[src/rtl/sid_bus_arb.sv]
// -----------------------------------------------------------------------------
// sid_bus_arb
//
// Shares the single SID register port between two requesters. Every SID
// access happens in a slot that opens on the 1 MHz clkEn tick, and there is at
// most one access per slot.
//   Port A : host CPU. Reads and writes, held request, one-cycle acknowledge.
//   Port B : tune player. Writes only, buffered in a FIFO_DEPTH-entry FIFO.
//
// Optional feature (macro SID_ARB_FAIR_EN):
//   defined     - after two consecutive A grants while B has queued work,
//                 the next contended slot goes to B.
//   not defined - strict A priority. B is served only in slots where A is idle.
//
// Ports:
//   clk, iRstN            master clock, async active-low reset
//   clkEn                 slot enable, one clk wide, >= 4 clk apart
//   iAReq/iAWE/iAAddr/iAData, oAAck/oAData    port A request / completion
//   iBValid/iBAddr/iBData, oBReady/oBEmpty    port B FIFO push side
//   oWE/oAddr/oDataW, iDataR                  SID register port
// -----------------------------------------------------------------------------
module sid_bus_arb #(
  parameter int FIFO_DEPTH = 4
) (
  input  logic       clk,
  input  logic       iRstN,
  input  logic       clkEn,
  input  logic       iAReq,
  input  logic       iAWE,
  input  logic [4:0] iAAddr,
  input  logic [7:0] iAData,
  output logic       oAAck,
  output logic [7:0] oAData,
  input  logic       iBValid,
  input  logic [4:0] iBAddr,
  input  logic [7:0] iBData,
  output logic       oBReady,
  output logic       oBEmpty,
  output logic       oWE,
  output logic [4:0] oAddr,
  output logic [7:0] oDataW,
  input  logic [7:0] iDataR
);

  localparam int PW    = $clog2(FIFO_DEPTH);
  localparam int CNT_W = PW + 1;
  localparam logic [CNT_W-1:0] FULL_CNT = CNT_W'(FIFO_DEPTH);

  typedef enum logic [1:0] {
    S_IDLE,
    S_WRITE,
    S_READ,
    S_CAPTURE
  } state_t;

  state_t state;

  // Port B FIFO storage and bookkeeping.
  logic [4:0]       fifo_addr [FIFO_DEPTH];
  logic [7:0]       fifo_data [FIFO_DEPTH];
  logic [PW-1:0]    wr_ptr;
  logic [PW-1:0]    rd_ptr;
  logic [CNT_W-1:0] count;
  logic [CNT_W-1:0] count_nxt;

  logic slot;
  logic push;
  logic grant_a;
  logic grant_b;

  // A slot can only be used from IDLE; the clkEn spacing guarantees we are
  // back in IDLE before the next tick.
  assign slot = clkEn && (state == S_IDLE);

  // oBReady is the registered "not full" flag, so a push can never overflow.
  assign push = iBValid && oBReady;

`ifdef SID_ARB_FAIR_EN
  // Consecutive A grants while B has queued entries.
  logic [1:0] fair_cnt;

  assign grant_b = slot && !oBEmpty && (!iAReq || (fair_cnt == 2'd2));
`else
  assign grant_b = slot && !oBEmpty && !iAReq;
`endif
  assign grant_a = slot && iAReq && !grant_b;

  // NOTE: always_comb assigns every output up front, so no path leaves a
  // variable unassigned and no latch is inferred.
  always_comb begin
    count_nxt = count;
    case ({push, grant_b})
      2'b10:   count_nxt = count + CNT_W'(1);
      2'b01:   count_nxt = count - CNT_W'(1);
      default: count_nxt = count;
    endcase
  end

  // NOTE: the FIFO storage has no reset; the pointers and count define which
  // entries are valid, so clearing them is enough to empty the FIFO.
  always_ff @(posedge clk) begin
    if (push) begin
      fifo_addr[wr_ptr] <= iBAddr;
      fifo_data[wr_ptr] <= iBData;
    end
  end

  // NOTE: sequential state uses non-blocking assignments only, so every
  // right-hand side sees the values from before this clock edge.
  always_ff @(posedge clk or negedge iRstN) begin
    if (!iRstN) begin
      state   <= S_IDLE;
      oAAck   <= 1'b0;
      oAData  <= '0;
      oWE     <= 1'b0;
      oAddr   <= '0;
      oDataW  <= '0;
      oBReady <= 1'b1;
      oBEmpty <= 1'b1;
      wr_ptr  <= '0;
      rd_ptr  <= '0;
      count   <= '0;
    end else begin
      // Strobes are one-cycle pulses unless a state sets them below.
      oWE   <= 1'b0;
      oAAck <= 1'b0;

      if (push) begin
        wr_ptr <= wr_ptr + PW'(1);
      end
      count   <= count_nxt;
      oBReady <= (count_nxt != FULL_CNT);
      oBEmpty <= (count_nxt == '0);

      case (state)
        S_IDLE: begin
          if (grant_b) begin
            // The output registers double as the latched access fields.
            oWE    <= 1'b1;
            oAddr  <= fifo_addr[rd_ptr];
            oDataW <= fifo_data[rd_ptr];
            rd_ptr <= rd_ptr + PW'(1);
            state  <= S_WRITE;
          end else if (grant_a) begin
            oAddr <= iAAddr;
            if (iAWE) begin
              oWE    <= 1'b1;
              oDataW <= iAData;
              oAAck  <= 1'b1;
              state  <= S_WRITE;
            end else begin
              state <= S_READ;
            end
          end
        end
        S_WRITE: begin
          state <= S_IDLE;
        end
        S_READ: begin
          // iDataR is combinational in oAddr, which has been stable all cycle.
          oAData <= iDataR;
          oAAck  <= 1'b1;
          state  <= S_CAPTURE;
        end
        S_CAPTURE: begin
          state <= S_IDLE;
        end
        default: begin
          state <= S_IDLE;
        end
      endcase
    end
  end

`ifdef SID_ARB_FAIR_EN
  always_ff @(posedge clk or negedge iRstN) begin
    if (!iRstN) begin
      fair_cnt <= '0;
    end else if (grant_b || oBEmpty) begin
      fair_cnt <= '0;
    end else if (grant_a && (fair_cnt != 2'd2)) begin
      fair_cnt <= fair_cnt + 2'd1;
    end
  end
`endif

endmodule

[config.mk]
export PLATFORM = sky130hd
export DESIGN_NAME = sid_bus_arb
export DESIGN_NICKNAME = d
export VERILOG_FILES = /design/src/rtl/sid_bus_arb.sv
export SDC_FILE = /design/constraint.sdc
export NUM_CORES = 1
export LEC_CHECK = 0
export CORE_MARGIN = 5
export CORE_UTILIZATION = 52
export DETAILED_ROUTE_END_ITERATION = 10
export PLACE_DENSITY = 0.79
export SYNTH_ARGS = -nofsm -noshare
export SYNTH_HDL_FRONTEND = slang
export SYNTH_SLANG_ARGS = --single-unit
export TNS_END_PERCENT = 100
[constraint.sdc]
create_clock -name clk -period 3.65 [get_ports clk]
set_clock_uncertainty 0.2 [all_clocks]
set_input_delay 0.73 -clock clk [delete_from_list [all_inputs] [get_ports clk]]
set_output_delay 0.73 -clock clk [all_outputs]
set_load 0.02 [all_outputs]
==> qor.tcl <==
set qor(floorplan.die_area_mm2) 0.00853
set qor(dp.final_hpwl_mm) 4.43
set qor(layout.cells.most_common_list) {clkdlybuf4s50_1 (64), edfxtp_1 (52), dfrtp_1 (32), a31oi_1 (17)}
set qor(clkTransAtPathRegs_ps) 90
set qor(yosys.cell_types.count) 36
set qor(timing.critical_path.fanout_max) 3
set qor(cts_tree) {done}
set qor(avgRoutedWirePerCell_um) 17.9
set qor(multiInputGateArea_mm2) 0.00101
set qor(cellLeakagePower_nw) 1.63
set qor(sequential_cell_area_mm2) 0.00241
set qor(actual_slew_at_the_worst_max_slew_pin_ps) 800
set qor(timing.reg2reg.worst_path_depth) 8
set qor(number_of_cells_produced_by_synthesis) 215
set qor(drive_gt1_share_pct) 15.7
set qor(power-per-cell-area_mw_per_mm2) 786
set qor(totalNegativeSetupSlack_ps) 0
set qor(total_power_mw) 3.48
set qor(timing.hold.worst_path_depth) 1
set qor(hold-path-endpoint) {oAAck$_DFF_PN0_}
set qor(required_time_reported_for_the_critical_path_endpoint_ps) 3690
set qor(die_width_um) 92.4
set qor(slew_violations) 0
set qor(post_cts_buffers) 0
set qor(period_share_pct) 83.6
set qor(postSynthAreaPerCell_um2) 16.4
set qor(worstSkewPairLatency_ps) 350
set qor(report.final.hold_viol_count) 0
set qor(final.fill_count) 470
set qor(h-tree-depth) 3
set qor(drt_pass_1_iters) 4
set qor(syn_warnings) 0
set qor(layout_commonest_cell) {clkdlybuf4s50_1}
set qor(cts-root-buf) {clkbuf_8}
set qor(clock-sinks) 86
set qor(number_of_antenna_violations_at_the_first_check_in_global_routing) 0
set qor(count_of_pins_on_the_block_boundary) 65
set qor(numCtsBuffers) 9
set qor(row_count) 30
set qor(number_of_failing_setup_endpoints_in_the_final_timing_report) 0
set qor(cts_resized) 0
set qor(cts-hold-fix-buffers) 0
set qor(place.gp.congestion) 0.857
set qor(endpoint_kind) {flip-flop}
set qor(critPathArrivalTime_ps) 3090
set qor(via_count) 2080
set qor(initial_core_util_pct) 52.8
set qor(regToRegSetupSlack_ps) 980
set qor(cell_area_after_technology_mapping_mm2) 0.00353
set qor(worstReg2RegStart) {state[0]$_DFFE_PN0P_}
set qor(final_period_minus_worst_setup_slack_ps) 3050
set qor(global_route.overflow_total) 0
set qor(drt_first_iter_violations) 68
set qor(final_nets) 328
set qor(viasPerCell) 5.67
set qor(drt_drc_violations_left) 0
set qor(area_growth_from_synthesis_to_final_layout_pct) 25.6
set qor(min_path_type) {flip-flop to flip-flop}
set qor(clk_path_buf_depth) 2
set qor(grt_pass1_vias) 2034
set qor(ir_worst_vdd_uv) 297
set qor(grtUsageTotal_pct) 16.5
set qor(maxCapViolations) 0
set qor(antennaDiodeCount) 0
set qor(sequential_element_share_of_the_synthesized_area_pct) 68.4
set qor(port_buffers) 64
set qor(postRouteAntennaNets) 0
set qor(outcome) {completed}
set qor(net_count_of_the_mapped_netlist) 261
set qor(yosys_register_bits) 86
set qor(routed_wl_mm) 6.58
set qor(ys.flop_type) {edfxtp_1}
set qor(grt_start_max_net_pins) 35
set qor(asyncSetResetFlopFracSynth_pct) 39.5
set qor(design.core.area_mm2) 0.00668
set qor(fp.dieH_um) 92.4
set qor(hold_start) {state[0]$_DFFE_PN0P_}
set qor(grt_setup_unrepaired) {false}
set qor(maxSlewHeadroom_pct) 46.7
set qor(path_class) {primary input to flip-flop}
set qor(highest_clock_rate_ghz) 0.328
set qor(post_synth_edffs) 52
set qor(global_route_wire_length_before_repair_mm) 10.6
set qor(critPathLaunchType) {primary input}
-- Yosys cell counts (all sizes together), types with 2 or more instances --
library cell,count,share of area (%)
a21oi,6,0.85
a31oi,17,3.0
and3,5,0.89
buf,9,1.9
clkbuf,5,0.53
dfrtp,32,23
dfstp,2,1.5
edfxtp,52,44
ha,5,1.8
inv,5,0.53
mux2,9,2.9
mux4,13,8.8
nand2,3,0.32
nand2b,2,0.35
nand3,9,1.3
nor2,3,0.39
nor2b,2,0.35
nor3b,3,0.78
o211ai,5,1.1
o21ai,9,1.3
o2bb2ai,5,1.2
or2,3,0.53
xnor2,3,0.74
xor2,2,0.50
-- sequential cells by signal (all words and copies together) (netlist names), 2 cells and up, named ones only --
name and cells:
count 2, fifo_addr 20, fifo_data 32, oAData 8, oAddr 5, oDataW 8, rd_ptr 2, state 2
wr_ptr 2
-- layout make-up --
class,instances,share of cell area (%)
Sequential cell,86,54.5
Multi-Input combinational cell,110,22.8
Timing Repair Buffer,70,15.5
Clock buffer,9,2.80
Tap cell,80,2.26
Clock inverter,7,1.75
Inverter,5,0.423
-- per-layer routing --
layer | vias up | part of all wire, % | global-route usage [%]
met5 | - | 0 | 0
met2 | 66 | 50 | 26.6
met1 | 1030 | 43 | 21.5
met3 | 12 | 5.6 | 3.41
met4 | 0 | 1.7 | 7.43
li1 | 972 | - | -
-- worst max-delay path, stage by stage --
cell and delay (ps):
clkdlybuf4s50_1 460, or3b_1 400, nor2_2 190, ha_1 220
inv_1 70, fa_1 370, xor2_1 160, o21a_1 190
or2_2 290
-- how the worst max path moves through the flow --
stage,startpoint,to
floorplan,iAReq,flip-flop
global placement,clkEn,flip-flop
detailed placement,clkEn,flip-flop
CTS,clkEn,flip-flop
global route,clkEn,oBEmpty$_DFF_PN1_
finish,clkEn,flip-flop
-- cells by family (layout without fill, tap and decap cells) --
kind of cell / count (synthesis) / after routing / share of synthesized area (%)
flip-flops: 86 / 86 / 68.4
adder cells (fa/ha/maj): 6 / 6 / 2.34
AO/OA/AOI/OAI: 45 / 45 / 8.08
multiplexers: 22 / 22 / 11.7
buffers and inverters: 19 / 91 / 2.94
XOR/XNOR: 5 / 5 / 1.24
AND/OR/NAND/NOR: 32 / 32 / 5.28
-- through the flow --
stage               cell area [um2]  util [%]  hold WS [ps]  instances  setup WS (ps)
floorplan                      3530         -           234        215            694
global placement               4230      63.3           280        351            304
detailed placement             4230      63.3           278        351            276
CTS                            4430      66.3           296        367            603
global route                   4430      66.3           325        367            532
finish                         4430      66.3           295        367            597
-- power by group --
part | internal (mW) | total [mW] | leakage, nW | switching [mW]
combinational | 0.646 | 1.25 | 0.650 | 0.600
sequential | 1.36 | 1.56 | 0.877 | 0.205
clock | 0.324 | 0.673 | 0.101 | 0.349
total | 2.33 | 3.48 | 1.63 | 1.15
(Power assumes the default switching activity.)
==> RTL change 1, RTL diff (same settings) <==
The parameter `FIFO_DEPTH` goes from 4 to 2.
--- a/src/rtl/sid_bus_arb.sv
+++ b/src/rtl/sid_bus_arb.sv
@@ -22,3 +22,3 @@
 module sid_bus_arb #(
-  parameter int FIFO_DEPTH = 4
+  parameter int FIFO_DEPTH = 2
 ) (
Behaviour: not the same (Yosys sat finds a counterexample within 4 cycles, from zero or initial values and one cycle with iRstN low).
==> RTL change 1 against the original RTL <==
Area after synthesis is 37% lower; largest cell class unchanged; via count is 27% lower; clock power is 22% lower; wire length is 27% lower; maximum frequency is 4.2% higher; total power is 27% lower; worst setup slack better by 0.12 ns; critical path depth is 3 lower; non-clock buffer count is 4 lower; final cell count is 22% lower; final area is 31% lower; sequential cell count is 29 lower.
==> RTL change 1: results (changes against the original RTL) <==
Synthesis
  – XOR/XNOR Fraction of Synth Area: 1.577% (+0.34 points)
  – Synth Warn #: 0 (unchanged)
  – Adder-Cell Fraction of Synth Area: 0.5634% (-1.8 points)
  – Mux cell area share after synthesis: 5.859% (-5.8 points)
  – Syn nets: 202 (-23%)
  – Most frequent cell after synthesis: dfrtp_1
  – Compound-Gate Fraction of Synth Area: 7.944% (-0.14 points)
  – Register area share after synthesis: 70.20% (+1.8 points)
  – Async SR Flop Fraction: 54.39% (+15 points)
  – Synth unique cells: 31 (-14%)
  – Post-synth EDFFs: 26 (-50%)
  – Synth top cells by count: dfrtp_1, nand2_1, edfxtp_1
  – Area contributors post-synth: edfxtp_1, dfrtp_1, mux2i_1

Timing
  – Slew HR: 53.26% (+6.6 points)

Global route
  – Total GRT Usage: 18.38% (+1.9 points)
  – Largest net degree at the start of global routing: 32 (-8.6%)
  – Antenna violations before repair: 0 (unchanged)
  – Met2 Usage GRT: 30.30% (+3.7 points)
  – Vias in the first global route: 1,618 (-20%)
  – Global Route met1 Usage: 22.52% (+1.1 points)
  – First-pass GRT wire length: 7583 um (-28%)
  – M3 GR Usage: 5.409% (+2.0 points)

Worst setup path
  – Worst Path Max Fanout: 11 (+8)
  – Peak per-stage delay on the critical path: 0.57 ns (+0.11 ns)
  – Highest-delay cell along the critical path: or3b_1
  – Critical path arrival: 2.93 ns (-0.16 ns)
  – Worst R2R Path Depth: 5 (-3)

Detailed routing
  – Initial DRC count: 97 (+43%)
  – Number of routed nets with antenna violations: 0 (unchanged)
  – Pre-Repair DR Iteration Count: 4 (unchanged)
  – WL/cell: 16.77 um (-6.4%)
  – Vias: 1,515 (-27%)

Clock tree
  – Root buf cell: clkbuf_8
  – CTS clk-pin slew, worst paths: 0.06 ns (-0.03 ns)
  – H-tree levels: 3 (unchanged)
  – Setup Buffers After CTS: 0 (unchanged)
  – Resize count post-CTS: 0 (unchanged)
  – Skew-Pair Late Insertion Delay: 0.32 ns (-0.03 ns)
  – Clk buf depth: 2 (unchanged)
  – Num CTS Buffers: 9 (unchanged)

Placement
  – Hpwl dp: 3570 um (-19%)
  – Port bufs: 64 (unchanged)
  – Post-place setup slack: 0.4184 ns (+0.1420 ns)
  – GPL Wtd Cong: 0.8582 (+0.15%)

Finish
  – Fraction of final layout cells with drive strength greater than 1: 7.627% (-8.1 points)
  – Final net count: 272 (-17%)
  – # diodes: 0 (unchanged)
  – Top flop regs: fifo_data (16), fifo_addr (10)

Hold path
  – Number of stages on the worst hold path: 2 (+1)

Pwr
  – Worst VDD drop: 0.5009 mV (+68%)
  – Leakage: 1.249 nW (-23%)

Run status
  – Status: complete, no violations
## RTL change 1: tightest hold or removal path: cells and delay by family (launching register included)
family | cells | cell delay (ns)
and+or+nand+nor | 2 | 0.11
DFF | 1 | 0.34
## RTL change 1: per-stage QoR
step	instances	power, mW	instance area (sq um)	hold slack, ns
CTS	286	2.570	3078	0.2763
floorplan	161	1.609	2221	0.2344
finish	286	2.542	3078	0.2789
global placement	270	1.978	2900	0.2560
global route	286	2.681	3078	0.3156
detailed placement	270	2.034	2900	0.2613
## RTL change 1: power by group
part / switching (mW) / internal [mW]
combinational: 0.485 / 0.460
clock: 0.220 / 0.307
sequential: 0.153 / 0.916
total: 0.858 / 1.68
## RTL change 1: layer usage
metal | wire length, um | share of wire [%]
met1 | 1924 | 40
met3 | 335 | 7.0
met2 | 2482 | 52
met4 | 54 | 1.1
met5 | 0 | 0
## RTL change 1: cell type report
type                            instances  area (sq um)
Multi-Input combinational cell         96         619.3
Fill cell                             254         979.7
Tap cell                               50         62.56
Clock inverter                          5         46.29
Timing Repair Buffer                   66         655.6
Sequential cell                        57          1559
Inverter                                1         3.754
Clock buffer                           11         131.4
## RTL change 1: worst paths after layout
check | from | to | slack [ns]
max reg2reg | state[1]$_DFFE_PN0P_ | count[1]$_DFF_PN0_ | 1.20
max | clkEn | count[1]$_DFF_PN0_ | 0.72
min in group asynchronous | iRstN | oAData[7]$_DFFE_PN0P_ | 0.60
min reg2reg | oAData[0]$_DFFE_PN0P_ | oAData[0]$_DFFE_PN0P_ | 0.28
min | oAData[0]$_DFFE_PN0P_ | oAData[0]$_DFFE_PN0P_ | 0.28
max in group asynchronous | iRstN | oBEmpty$_DFF_PN1_ | 2.33
==> RTL change 2, RTL diff (same settings) <==
Made on the original files. Encoding of `state_t`: now one-hot (4 bits for 4 states).
--- a/src/rtl/sid_bus_arb.sv
+++ b/src/rtl/sid_bus_arb.sv
@@ -48,7 +48,7 @@
 
-  typedef enum logic [1:0] {
-    S_IDLE,
-    S_WRITE,
-    S_READ,
-    S_CAPTURE
+  typedef enum logic [3:0] {
+    S_IDLE    = 4'b0001,
+    S_WRITE   = 4'b0010,
+    S_READ    = 4'b0100,
+    S_CAPTURE = 4'b1000
   } state_t;
Formal check against the unedited RTL: no difference found for any inputs over 10 cycles, from zero or initial values and one cycle with iRstN low; not proved beyond that.
==> RTL change 2 against the original RTL <==
Hold slack better by 0.015 ns; worst setup slack improved by 0.012 ns; clock power fell by 13%; wire length is 14% higher; final area increased by 4.5%; sequential cell count up 2; total power is 3.6% lower; area after synthesis up 5.4%; critical path type unchanged; highest routed layer unchanged.
==> RTL change 2: results (changes against the original RTL) <==
Global route
  – Total GRT Usage: 18.27% (+1.8 points)
  – First-pass GRT wire length: 12,250 um (+15%)
  – Met2 Usage GRT: 28.90% (+2.3 points)
  – Vias in the first global route: 2,381 (+17%)
  – Global Route met1 Usage: 24.96% (+3.5 points)
  – M3 GR Usage: 4.940% (+1.5 points)
  – Largest net degree at the start of global routing: 37 (+5.7%)

Worst setup path
  – Worst Path Max Fanout: 5 (+2)
  – Critical R2R Capture: oBEmpty$_DFF_PN1_
  – Critical path arrival: 3.09 ns (about the same)
  – Peak per-stage delay on the critical path: 0.48 ns (+0.02 ns)
  – Worst R2R Path Depth: 8 (unchanged)
  – Worst reg2reg setup slack: 0.71 ns (-0.27 ns)
  – Worst R2R Start: state[0]$_DFFE_PN1P_
  – CP delay by family, top: simple AND/OR/NAND/NOR gates

Pwr
  – Leakage: 1.662 nW (+2.1%)
  – Internal Power: 2.218 mW (-4.8%)
  – Pwr Total: 3.357 mW (-3.6%)
  – Register share of total power: 46.8% (+1.9 points)
  – Clock Power: 586 uW (-13%)
  – Worst VDD drop: 0.3241 mV (+8.9%)

Timing
  – Slew @ Worst Pin: 0.9476 ns (+0.1477 ns)
  – Final hold slack: 0.3098 ns (+0.01525 ns)
  – Post-route minimum period: 3.041 ns (-0.01182 ns)

Detailed routing
  – Top sig layer: met4
  – Via-to-Cell Ratio: 5.815 (+2.6%)
  – Drt total wl: 7494 um (+14%)
  – Met2 wire len: 3700 um (+13%)
  – Initial DRC count: 104 (+53%)
  – Wire length on met3: 470 um (+28%)
  – Metal-1 WL: 3237 um (+15%)

Placement
  – Post-placement cell area: 4459 sq um (+5.4%)
  – Hpwl dp: 5139 um (+16%)
  – Placed cell count: 379 (+8.0%)
  – Post-place setup slack: 0.2432 ns (-0.03323 ns)
  – GPL Wtd Cong: 0.7662 (-11%)

Hold path
  – Worst hold path type: reg2reg
  – Hold path start: oAData[0]$_DFFE_PN0P_
  – Hold Crit Endpoint: oAData[0]$_DFFE_PN0P_

Synthesis
  – Mux cell area share after synthesis: 10.60% (-1.1 points)
  – Yosys top cell area share: 41.99% (-2.2 points)
  – Post-synth EDFFs: 52 (unchanged)
  – Synth top cells by count: edfxtp_1, dfrtp_1, a31oi_1
  – Syn nets: 276 (+5.7%)
  – Async SR Flop Fraction: 40.91% (+1.4 points)
  – Adder-Cell Fraction of Synth Area: 2.221% (-0.12 points)
  – Area contributors post-synth: edfxtp_1, dfrtp_1, mux4_2
  – Compound-Gate Fraction of Synth Area: 9.489% (+1.4 points)
  – XOR/XNOR Fraction of Synth Area: 1.178% (-0.063 points)
  – Synth unique cells: 37 (+2.8%)
  – Register area share after synthesis: 66.32% (-2.1 points)
  – Syn_area_per_cell: 16.17 sq um (-1.5%)
  – Synth Warn #: 0 (unchanged)

Finish
  – Fin cells: 394 (+7.4%)
  – Fraction of final layout cells with drive strength greater than 1: 20.81% (+5.1 points)
  – Top flop regs: fifo_data (32), fifo_addr (20)
  – Final net count: 340 (+3.7%)

Clock tree
  – CTS clk-pin slew, worst paths: ~0.080 ns
  – Clk buf depth: 2 (unchanged)

Run status
  – Status: complete, no violations
-- RTL change 2: how the worst max path moves through the flow --
stage / from / to / cells after the start
2_1_floorplan: iAReq / register / 9
3_3_place_gp: iAReq / register / 9
3_5_place_dp: iAReq / oBEmpty$_DFF_PN1_ / 9
4_1_cts: iAReq / oBEmpty$_DFF_PN1_ / 9
5_1_grt: iAReq / oBEmpty$_DFF_PN1_ / 9
6_report: iAReq / oBEmpty$_DFF_PN1_ / 9
-- RTL change 2: cell type report --
type                    instances  area (sq um)
clock inverters                 6         46.29
fillers                       481          2240
clock buffers                   9         123.9
inverters                       7         26.28
well taps                      96         120.1
flip-flops and latches         88          2466
repair buffers                 73         708.2
multi-input cells             115          1139
-- RTL change 2: worst register-to-register path, stage by stage, from the launching register on --
cell      delay (ns)
dfstp_2         0.56
or4b_1          0.48
nor3_2          0.27
ha_1            0.23
inv_1           0.06
fa_1            0.48
nand2b_1        0.07
and2_1          0.18
nor4_1          0.30
